$ cat src/rtl/sanduiche_pkg.sv
// rtl/sanduiche_pkg.sv - shared encodings, prices and state type for the sandwich client
package sanduiche_pkg;

  localparam int TIMEOUT_DEFAULT = 63;

  localparam logic [1:0] SEL_NONE  = 2'b00;
  localparam logic [1:0] SEL_GREEN = 2'b01;
  localparam logic [1:0] SEL_ATUM  = 2'b10;
  localparam logic [1:0] SEL_BACON = 2'b11;

  localparam logic [2:0] PRICE_GREEN = 3'd2;
  localparam logic [2:0] PRICE_ATUM  = 3'd3;
  localparam logic [2:0] PRICE_BACON = 3'd4;

  typedef enum logic [2:0] {
    IDLE,
    COIN,
    GAP,
    REQ,
    WAIT_P,
    FIN
  } state_e;

  // Price in coins of a product code; the refund-only code costs nothing.
  function automatic logic [2:0] price_of(input logic [1:0] sel);
    logic [2:0] p;
    case (sel)
      SEL_GREEN: p = PRICE_GREEN;
      SEL_ATUM:  p = PRICE_ATUM;
      SEL_BACON: p = PRICE_BACON;
      default:   p = 3'd0;
    endcase
    return p;
  endfunction

endpackage

$ cat src/rtl/sanduiche_cliente_sat_cnt3.sv
// rtl/sanduiche_cliente_sat_cnt3.sv - 3-bit counter that sticks at 7 instead of wrapping
module sat_cnt3 (
  input  logic       clock,
  input  logic       reset,
  input  logic       inc,
  input  logic       clr,
  output logic [2:0] q
);

  logic [2:0] q_q;
  logic [2:0] q_d;

  // Clear wins over increment; increment stops at the top value.
  always_comb begin
    q_d = q_q;
    if (clr) begin
      q_d = 3'd0;
    end else if (inc && (q_q != 3'd7)) begin
      q_d = q_q + 3'd1;
    end
  end

  // Count register, cleared by the asynchronous reset.
  always_ff @(posedge clock or negedge reset) begin
    if (!reset) begin
      q_q <= 3'd0;
    end else begin
      q_q <= q_d;
    end
  end

  assign q = q_q;

endmodule

$ cat src/rtl/sanduiche_cliente.sv
// rtl/sanduiche_cliente.sv - host-side client that pays, orders and collects from a sandwich machine
module sanduiche_cliente
  import sanduiche_pkg::*;
#(
  parameter int TIMEOUT = TIMEOUT_DEFAULT
) (
  input  logic       clock,
  input  logic       reset,
  input  logic       start,
  input  logic [1:0] sel,
  input  logic [2:0] coins,
  output logic       ready,
  output logic       done,
  output logic [1:0] product,
  output logic [2:0] change,
  output logic       timeout,
  output logic       proto_err,
  output logic       M100,
  output logic       R_green,
  output logic       R_atum,
  output logic       R_bacon,
  output logic       DEV,
  input  logic       busy,
  input  logic       erro,
  input  logic       GREEN,
  input  logic       ATUM,
  input  logic       BACON,
  input  logic       D100
);

  localparam int CW = (TIMEOUT < 1) ? 1 : $clog2(TIMEOUT + 1);

  state_e          state_q, state_d;
  logic [1:0]      sel_q, sel_d;
  logic [2:0]      rem_q, rem_d;
  logic [CW-1:0]   cnt_q, cnt_d;
  logic            seen_busy_q, seen_busy_d;
  logic            seen_prod_q, seen_prod_d;
  logic [1:0]      product_q, product_d;
  logic            timeout_q, timeout_d;
  logic            perr_q, perr_d;
  logic            chg_inc;
  logic            chg_clr;
  logic [1:0]      pulse_n;
  logic [1:0]      pulse_code;

  // Decode the product lines: how many fired this cycle and which code the highest one means.
  always_comb begin
    pulse_n    = {1'b0, GREEN} + {1'b0, ATUM} + {1'b0, BACON};
    pulse_code = SEL_NONE;
    if (BACON) begin
      pulse_code = SEL_BACON;
    end else if (ATUM) begin
      pulse_code = SEL_ATUM;
    end else if (GREEN) begin
      pulse_code = SEL_GREEN;
    end
  end

  // Order sequencer: next state, machine strobes and result bookkeeping.
  always_comb begin
    state_d     = state_q;
    sel_d       = sel_q;
    rem_d       = rem_q;
    cnt_d       = cnt_q;
    seen_busy_d = seen_busy_q;
    seen_prod_d = seen_prod_q;
    product_d   = product_q;
    timeout_d   = timeout_q;
    perr_d      = perr_q;
    chg_inc     = 1'b0;
    chg_clr     = 1'b0;
    M100        = 1'b0;
    R_green     = 1'b0;
    R_atum      = 1'b0;
    R_bacon     = 1'b0;
    DEV         = 1'b0;

    case (state_q)
      IDLE: begin
        if (start) begin
          sel_d     = sel;
          rem_d     = coins;
          product_d = SEL_NONE;
          timeout_d = 1'b0;
          perr_d    = 1'b0;
          chg_clr   = 1'b1;
          state_d   = COIN;
        end
      end
      COIN: begin
        if (rem_q == 3'd0) begin
          state_d = REQ;
        end else if (!busy) begin
          M100    = 1'b1;
          rem_d   = rem_q - 3'd1;
          state_d = GAP;
        end
      end
      GAP: begin
        state_d = COIN;
      end
      REQ: begin
        if (!busy) begin
          case (sel_q)
            SEL_GREEN: R_green = 1'b1;
            SEL_ATUM:  R_atum  = 1'b1;
            SEL_BACON: R_bacon = 1'b1;
            default:   DEV     = 1'b1;
          endcase
          cnt_d       = '0;
          seen_busy_d = 1'b0;
          seen_prod_d = 1'b0;
          state_d     = WAIT_P;
        end
      end
      WAIT_P: begin
        chg_inc = D100;
        if (busy) begin
          seen_busy_d = 1'b1;
        end
        if (erro) begin
          perr_d = 1'b1;
        end
        if (pulse_n != 2'd0) begin
          // Only the first delivery counts; repeats or a wrong code are protocol errors.
          if (seen_prod_q || (pulse_n > 2'd1) || (pulse_code != sel_q)) begin
            perr_d = 1'b1;
          end
          if (!seen_prod_q) begin
            product_d = pulse_code;
          end
          seen_prod_d = 1'b1;
        end
        // The machine finished once it has been busy and then dropped busy again.
        if (seen_busy_q && !busy) begin
          state_d = FIN;
        end else if (cnt_q == CW'(TIMEOUT)) begin
          timeout_d = 1'b1;
          state_d   = FIN;
        end else begin
          cnt_d = cnt_q + CW'(1);
        end
      end
      FIN: begin
        state_d = IDLE;
      end
      default: begin
        state_d = IDLE;
      end
    endcase
  end

  // State and order registers; reset returns to idle with every result cleared.
  always_ff @(posedge clock or negedge reset) begin
    if (!reset) begin
      state_q     <= IDLE;
      sel_q       <= SEL_NONE;
      rem_q       <= 3'd0;
      cnt_q       <= '0;
      seen_busy_q <= 1'b0;
      seen_prod_q <= 1'b0;
      product_q   <= SEL_NONE;
      timeout_q   <= 1'b0;
      perr_q      <= 1'b0;
    end else begin
      state_q     <= state_d;
      sel_q       <= sel_d;
      rem_q       <= rem_d;
      cnt_q       <= cnt_d;
      seen_busy_q <= seen_busy_d;
      seen_prod_q <= seen_prod_d;
      product_q   <= product_d;
      timeout_q   <= timeout_d;
      perr_q      <= perr_d;
    end
  end

  sat_cnt3 u_change (
    .clock (clock),
    .reset (reset),
    .inc   (chg_inc),
    .clr   (chg_clr),
    .q     (change)
  );

  assign ready     = (state_q == IDLE);
  assign done      = (state_q == FIN);
  assign product   = product_q;
  assign timeout   = timeout_q;
  assign proto_err = perr_q;

endmodule

$ cat config.mk
export PLATFORM = sky130hd
export DESIGN_NAME = sanduiche_cliente
export DESIGN_NICKNAME = d
export VERILOG_FILES = /design/src/rtl/sanduiche_pkg.sv /design/src/rtl/sanduiche_cliente_sat_cnt3.sv /design/src/rtl/sanduiche_cliente.sv
export SDC_FILE = /design/constraint.sdc
export NUM_CORES = 1
export LEC_CHECK = 0
export CORE_ASPECT_RATIO = 1.25
export CORE_MARGIN = 2
export CORE_UTILIZATION = 29
export CTS_BUF_LIST = sky130_fd_sc_hd__clkbuf_16
export DETAILED_ROUTE_END_ITERATION = 7
export PLACE_DENSITY_LB_ADDON = 0.1
export SLEW_MARGIN = 15
export SYNTH_ARGS = -nofsm -noshare
export SYNTH_HDL_FRONTEND = slang
export SYNTH_SLANG_ARGS = --single-unit
export TNS_END_PERCENT = 30
$ cat constraint.sdc
create_clock -name clock -period 3.1 [get_ports clock]
set_clock_uncertainty 0.15 [all_clocks]
set_input_delay 0.62 -clock clock [delete_from_list [all_inputs] [get_ports clock]]
set_output_delay 0.62 -clock clock [all_outputs]
set_load 0.02 [all_outputs]
# Yosys cells after proc, flatten, opt, wreduce, memory -nomap -nowiden
# Cells that the tools add are included.
[classes]
add_sub_neg = 5
n_lt_le_gt_ge = 1
n_eq_ne = 23
mux = 55
reduce_logical = 22
[ops]
columns = ["operator", "count"]
rows = [
  ["$mux W3", 11],
  ["$mux W1", 28],
  ["$ne A2 B2 Y1 const B", 10],
  ["$reduce_and A4 Y1", 5],
  ["$mux W6", 3],
  ["$pmux W3 S5", 1],
  ["$pmux W6 S2", 1],
  ["$mux W2", 5],
  ["$reduce_bool A2 Y1", 5],
  ["$ne A3 B3 Y1 const B", 3],
  ["$pmux W1 S2", 4],
  ["$add A6 B1 Y6 const B", 1],
  ["$eq A3 B2 Y1 const B", 2],
  ["$eq A3 B3 Y1 const B", 2],
  ["$eq A6 B6 Y1 const B", 1],
  ["$logic_not A3 Y1", 2],
  ["$pmux W3 S2", 1],
  ["$reduce_and A3 Y1", 2],
  ["$eq A2 B2 Y1 const B", 2],
  ["$pmux W2 S2", 1],
  ["$reduce_and A2 Y1", 2],
  ["$add A3 B1 Y3 const B", 1],
  ["$eq A3 B1 Y1 const B", 1],
  ["$reduce_or A3 Y1", 1],
  ["other kinds (9)", 11],
]
[word_totals]
reg_bits = 23
inputBits = 14
word_cells = 116

# Depth between registers and ports, before layout
# Gate-level depths: netlist of run 1.
[logic_depth]
depth_word = 8
depth_mapped = 6

# By module
# A second synthesis of run 1 with hierarchy kept.
[hier_totals]
hier_cells = 147
hier_area_um2 = 1385.1
[modules_own_cells]
columns = ["mod", "instances", "cells_per_inst", "area_each_um2", "seq_area_each_um2"]
rows = [
  ["sanduiche_cliente", 1, 132, 1201.2, 500.5],
  ["sat_cnt3", 1, 15, 183.9, 75.1],
]

# Least setup slack after synthesis of run 1
# No wires, ideal clock.
[synth_timing]
kind = "in2out"
start = "input port busy"
end = "output port R_green"
arrival_time_ns = 1.659
slack_ns = 0.671
path_stages = 3
n_path_buf = 0
path_cell_list = "nor3b_1 nand2_1 nor3b_1"
[synth_between]
elab_chain_len = 2
[synth_lines]
columns = ["item", "line_no", "rtl"]
rows = [
  ["from (decl)", "sanduiche_cliente.sv:23", "input logic busy,"],
  ["$mux W1", "sanduiche_cliente.sv:104", "if (!busy) begin"],
  ["$mux W1", "sanduiche_cliente.sv:79", "case (state_q)"],
  ["to (decl)", "sanduiche_cliente.sv:19", "output logic R_green,"],
]
# No other way between the ends.

# Worst setup path after layout of run 1
[layout_timing]
start = "register state_q[2]"
end = "output port M100"
[layout_between]
elab_chain_len = 2
[layout_lines]
columns = ["item", "line_no", "rtl"]
rows = [
  ["from (decl)", "sanduiche_cliente.sv:33", "state_e state_q, state_d;"],
  ["from (signal assigned)", "sanduiche_cliente.sv:167", "state_q <= state_d;"],
  ["$eq A3 B1 Y1", "sanduiche_cliente.sv:79", ""],
  ["$mux W1", "sanduiche_cliente.sv:79", ""],
  ["to (decl)", "sanduiche_cliente.sv:18", "output logic M100,"],
]
# No other way between the ends.

==> results of run 1 <==
[cells in the mapped netlist, types with 2 or more instances]
library cell	count
o22ai_1	3
a21oi_1	4
or3_1	2
nor2_1	14
nor3_1	7
or2_2	2
and2_1	2
a22o_1	3
ha_1	5
nand3_1	6
dfrtp_1	23
nand2b_1	2
inv_1	6
nor3b_1	5
mux2i_1	4
nor2b_1	4
a31oi_1	2
o21ai_0	13
clkbuf_1	5
nand2_1	19
xor2_1	2
[worst min-delay path, stage by stage (launching register included)]
cell and delay [ps]:
dfrtp_1 330, nand2_1 40, o21ai_0 60
[worst paths after layout]
kind | start | endpoint | slack, ps | cells past startpoint
max | state_q[2] | M100 | 140 | 3
min | seen_busy_q | seen_busy_q | 330 | 2
max reg2reg | state_q[2] | cnt_q[4] | 790 | 4
min reg2reg | seen_busy_q | seen_busy_q | 330 | 2
max in group asynchronous | reset | u_change.q[2] | 1990 | 2
min in group asynchronous | reset | product[0] | 570 | 2
[power groups by stage]
stage	Sequential, mW	Clock [mW]	Combinational (mW)
6_report	0.508	0.288	0.616
5_1_grt	0.530	0.307	0.681
4_1_cts	0.511	0.297	0.623
3_5_place_dp	0.516	0	0.621
3_3_place_gp	0.512	0	0.612
2_1_floorplan	0.509	0	0.401
[per-layer routing]
layer	vias to the layer above	GRT usage (%)
met5	-	0
met2	21	21.5
met1	565	16.0
met4	0	5.11
li1	602	-
met3	2	1.54
[flip-flops by register name (all words and copies together) (netlist names)]
signal,flops
cnt_q,6
product,2
proto_err,1
rem_q,3
seen_busy_q,1
seen_prod_q,1
sel_q,2
state_q,3
timeout,1
u_change.q,3
[kinds of logic (layout without fill, tap and decap cells)]
group,after synthesis,count (layout)
buf+inv,13,45
simple gates,70,70
compound gates,33,33
fa+ha+maj,6,6
mux,5,5
xor+xnor,2,2
flops,23,23
[per-stage QoR]
stage | power (mW) | hold slack [ps]
6_report | 1.41 | 327
5_1_grt | 1.52 | 351
4_1_cts | 1.43 | 329
3_5_place_dp | 1.14 | 314
3_3_place_gp | 1.12 | 319
2_1_floorplan | 0.910 | 174
[final cells by class]
type | count | area share (%)
inverter | 6 | 1.24
multi-input combinational | 116 | 39.7
tap | 58 | 4.01
clock buffer | 3 | 4.15
clock inverter | 1 | 0.276
sequential | 23 | 31.8
timing repair buffer | 35 | 18.8
[timing repair]
action | CTS | global route
setup endpoints to repair | 0 | 4
resized for setup | 0 | 4
buffers inserted | 0 | 0
==> flow_summary.ini, run 1 <==
[status]
status = completed

[drt]
vias = 1190
wl_per_cell_um = 12.9
vias_per_cell = 4.92
wl_um = 3120
wl_met3_um = 112
drt-met1-wl_um = 1480
drt_iter0_markers = 22
drc = 0
detail-route-antenna-nets = 0
top_layer = met4
first_pass_iters = 3
wl_met2_um = 1510

[sta]
drv_slew = 0
worstMarginPinSlew_ps = 386
tns_ps = 0
min_period_ps = 2960
rsz0062_at_grt = no
finalCritPeriodShare_pct = 95.5
relSlewSlack_pct = 74.2
setup_viol = 0
fmax_ghz = 0.338
hold_violations = 0
timing.final.ws_setup_ps = 138

[synthesis]
synth-xor-area-share_pct = 1.30
synth-edff-count = 0
muxShareOfSynthArea_pct = 3.81
synth_warnings = 0
avgSynthCellArea_um2 = 8.86
synthCells = 152
synth_top_area_cell = dfrtp_1
synth.area.top_cells = dfrtp_1, nand2_1, o21ai_0
synth-compound-area-share_pct = 15.4
synth_top_family_by_area = simple AND/OR/NAND/NOR gates
ys.flop_type = dfrtp_1
async_reset_ff_share_pct = 100
synth.cell_area_um2 = 1350
synth.net_count = 172
yosysSeqAreaShare_pct = 42.8
yosysTopAreaCellShare_pct = 42.8
synth_cell_types = 40
synth_seq_cells = 23
synthAdderAreaFrac_pct = 6.13
synth-simple-area-share_pct = 26.8

[pwr]
p_leak_nw = 0.885
p_int_uw = 867
seqPwrFrac_pct = 36.0
p_sw_uw = 545
pwr_density_cell_nw_per_um2 = 780
switching_share_pct = 38.6
combPwrFrac_pct = 43.6
p_clk_share_pct = 20.4
ir_drop_mv = 0.286

[setup_path]
timing.critical_path.buf_inv = 1
cp_top_family = simple AND/OR/NAND/NOR gates
cp_cell_sequence = or3b_2 > nor3_1 > clkdlybuf4s50_1
critPathRequiredTime_ps = 2330
critical_path.max_fanout = 13
endpoint_kind = output pin
worstPathArrival_ps = 2190
cp-start-kind = flop
slowest_stage = clkdlybuf4s50_1
critPathMaxStageDelay_ps = 640
critPathKind = flop to output pin

[floorplanning]
die_h_um = 80.2
rows = 27
coreArea_um2 = 4430
io-pin-count = 28
initial_core_util_pct = 30.4
die-area_um2 = 5210
fp.dieW_um = 64.9

[hold_path]
hold_path_class = flop to flop

[global_route]
grt_pass1_vias = 1097
gr-total-overflow = 0
grt_max_degree = 24
grt_pass1_wl_um = 5110
grtUsageTotal_pct = 12.6
antenna_found_initial = 0

[final_layout]
final_cell_mix = dfrtp_1, clkdlybuf4s50_1, nand2_1, nor2_1, o21ai_0
n_antenna_cell = 0
final_net_count = 205
multi_input_area_um2 = 719
syn_to_final_growth_pct = 34.5
drive_gt1_share_pct = 8.70
final_cell_count_no_fill = 242
final_area_um2 = 1810
nFillCells = 447
register_area_um2 = 576
final_util_pct = 40.9

[placement]
dp_slack_ps = 36.1
dp.final_hpwl_um = 2360
gp_congestion = 0.782
io_buffers = 27
placed_cells = 238
post_dp_cell_area_um2 = 1720

[cts]
clk_latency_ps = 260
cts_tree = done
h-tree-depth = 1
clock_sinks = 23
clockBufferDepth = 2
cts-hold-fix-buffers = 0
clk_pin_slew_ps = 60
cts_buffers = 3
cts_root_buffer = clkbuf_16

[job]
maxCapViolCount = 0
Note: power is estimated with default switching activity, not from simulation.
==> run 2, diff against run 1 <==
--- a/config.mk
+++ b/config.mk
@@ -5,7 +5,7 @@
 export SDC_FILE = /design/constraint.sdc
 export NUM_CORES = 1
 export LEC_CHECK = 0
-export CORE_ASPECT_RATIO = 1.25
+export CORE_ASPECT_RATIO = 0.6
 export CORE_MARGIN = 2
 export CORE_UTILIZATION = 29
 export CTS_BUF_LIST = sky130_fd_sc_hd__clkbuf_16
==> constraint.sdc (replaced) <==
create_clock -name clock -period 3.8 [get_ports clock]
set_clock_uncertainty 0.15 [all_clocks]
set_input_delay 0.76 -clock clock [delete_from_list [all_inputs] [get_ports clock]]
set_output_delay 0.76 -clock clock [all_outputs]
set_load 0.02 [all_outputs]
==> run 2 against run 1 <==
Routed wire length shrank 0.96%. Final cell count fell by 0.41%. Sequential cell count is the same. Non-clock buffer count is 6 lower. Register-to-register slack better by 680 ps. Combinational power is 27% lower. Clock-buffer cell count stayed put. Die area up 0.28%. Critical path depth increased by 3. Cell area decreased by 3.0%. Via count shrank 0.17%. First-iteration DRC count up 120%. Critical path type is now primary input to output pin. Critical endpoint is now R_atum.
==> flow_summary.ini, run 2 (synthesized netlist as in run 1, its figures left out) <==
[sta]
whs_ps = 331
setup_viol = 0
worstMarginPinSlew_ps = 758
tns_ps = 0
finalCritPeriodShare_pct = 90.3
relSlewSlack_pct = 49.4
hold_violations = 0
min_period_ps = 3430
rsz0062_at_grt = no
drv_slew = 0
fmax_ghz = 0.292

[setup_path]
worstPathArrival_ps = 2520
critPathRequiredTime_ps = 2890
critPathKind = primary input to output pin
critical_path.max_fanout = 4
cp-start-kind = primary input
endpoint_kind = output pin

[final_layout]
final_net_count = 199
multi_input_area_um2 = 719
final_util_pct = 38.9
final_cell_mix = clkdlybuf4s50_1, dfrtp_1, nand2_1, nor2_1, o21ai_0
register_area_um2 = 576
n_antenna_cell = 0
largest_reg_flops = 6
final_area_um2 = 1760
final_common_cell = clkdlybuf4s50_1
regMostFlops = cnt_q
syn_to_final_growth_pct = 30.4
nFillCells = 473
drive_gt1_share_pct = 5.62

[floorplanning]
die-area_um2 = 5220
io-pin-count = 28
die_h_um = 56.8
coreArea_um2 = 4520
initial_core_util_pct = 29.8
rows = 19
fp.dieW_um = 92.0

[cts]
cts_root_buffer = clkbuf_16
postCtsSetupBuffers = 0
h-tree-depth = 1
cts_resized = 0
clockBufferDepth = 2
cts-hold-fix-buffers = 0
clk_latency_ps = 250
clock_sinks = 23
cts_tree = done
clk_pin_slew_ps = 60
cts_buffers = 3

[pwr]
p_leak_nw = 0.781
pwr_density_cell_nw_per_um2 = 639
ir_drop_mv = 0.204

[drt]
vias_per_cell = 4.93
detail-route-antenna-nets = 0
first_pass_iters = 6
vias = 1188
drc = 0
wl_per_cell_um = 12.8
wl_um = 3090
drt_iter0_markers = 49

[placement]
io_buffers = 27
dp.final_hpwl_um = 2350
gp_congestion = 0.829
post_dp_cell_area_um2 = 1680

[job]
maxCapViolCount = 0

[hold_path]
hold_path_class = primary input to asynchronous set/reset pin

[global_route]
grt_max_degree = 24
grtUsageTotal_pct = 13.3
antenna_found_initial = 0
grt_pass1_vias = 1153
grt_pass1_wl_um = 5540
gr-total-overflow = 0

[status]
status = completed
[run 2: cell types whose count changed in the layout (fill, tap and decap cells not counted)]
cell,previous run,this run
clkinv_2,1,0
inv_1,6,7
buf_2,0,1
clkdlybuf4s50_1,23,26
dlymetal6s2s_1,4,0
buf_4,8,2
[run 2: path summary, 6_finish.rpt]
kind,from,slack [ps],depth (start not counted),endpoint
max,busy,370,6,R_atum
min,reset,330,1,cnt_q[3]
max reg2reg,state_q[0],1470,4,cnt_q[4]
min reg2reg,seen_busy_q,330,2,seen_busy_q
max in group asynchronous,reset,2820,1,state_q[2]
min in group clock,seen_busy_q,330,2,seen_busy_q
[run 2: power breakdown]
group,switching (mW),internal [mW],total [mW]
Sequential,0.116,0.331,0.447
Combinational,0.236,0.213,0.449
Clock,0.0845,0.140,0.225
Total,0.436,0.685,1.12
[run 2: area by class of cell]
| type | instances | area share, % |
|---|---|---|
| Tap cell | 63 | 4.49 |
| Clock inverter | 1 | 0.214 |
| Sequential cell | 23 | 32.8 |
| Clock buffer | 3 | 4.28 |
| Inverter | 6 | 1.28 |
| Multi-Input combinational cell | 116 | 41.0 |
| Timing Repair Buffer | 29 | 16.0 |
[run 2: routing by layer]
layer / vias up / GRT usage, % / share of wire [%]
met5: - / 0 / 0
met4: 0 / 2.56 / 0.88
met3: 4 / 4.03 / 3.4
met2: 14 / 19.2 / 42
met1: 584 / 19.6 / 54
li1: 586 / - / -
[run 2: worst max-delay path, stage by stage]
cell	delay (ps)
clkdlybuf4s50_1	430
nor3b_1	320
and2_1	240
nand2_1	70
nor2_1	90
clkdlybuf4s50_1	600
[run 2: through the flow]
stage	cells	worst slack (ps)	total power, mW
after floorplan	152	1090	0.742
after global placement	237	367	0.894
after detailed placement	237	338	0.904
after CTS	241	337	1.13
after global routing	241	220	1.23
final	241	370	1.12
==> run 3, diff against run 2 <==
--- a/config.mk
+++ b/config.mk
@@ -11,6 +11,7 @@
 export CTS_BUF_LIST = sky130_fd_sc_hd__clkbuf_16
 export DETAILED_ROUTE_END_ITERATION = 7
 export PLACE_DENSITY_LB_ADDON = 0.1
+export SKIP_LAST_GASP = 1
 export SLEW_MARGIN = 15
 export SYNTH_ARGS = -nofsm -noshare
 export SYNTH_HDL_FRONTEND = slang
==> results of run 3 <==
Final layout, timing and power as in run 2 (identical DEF).
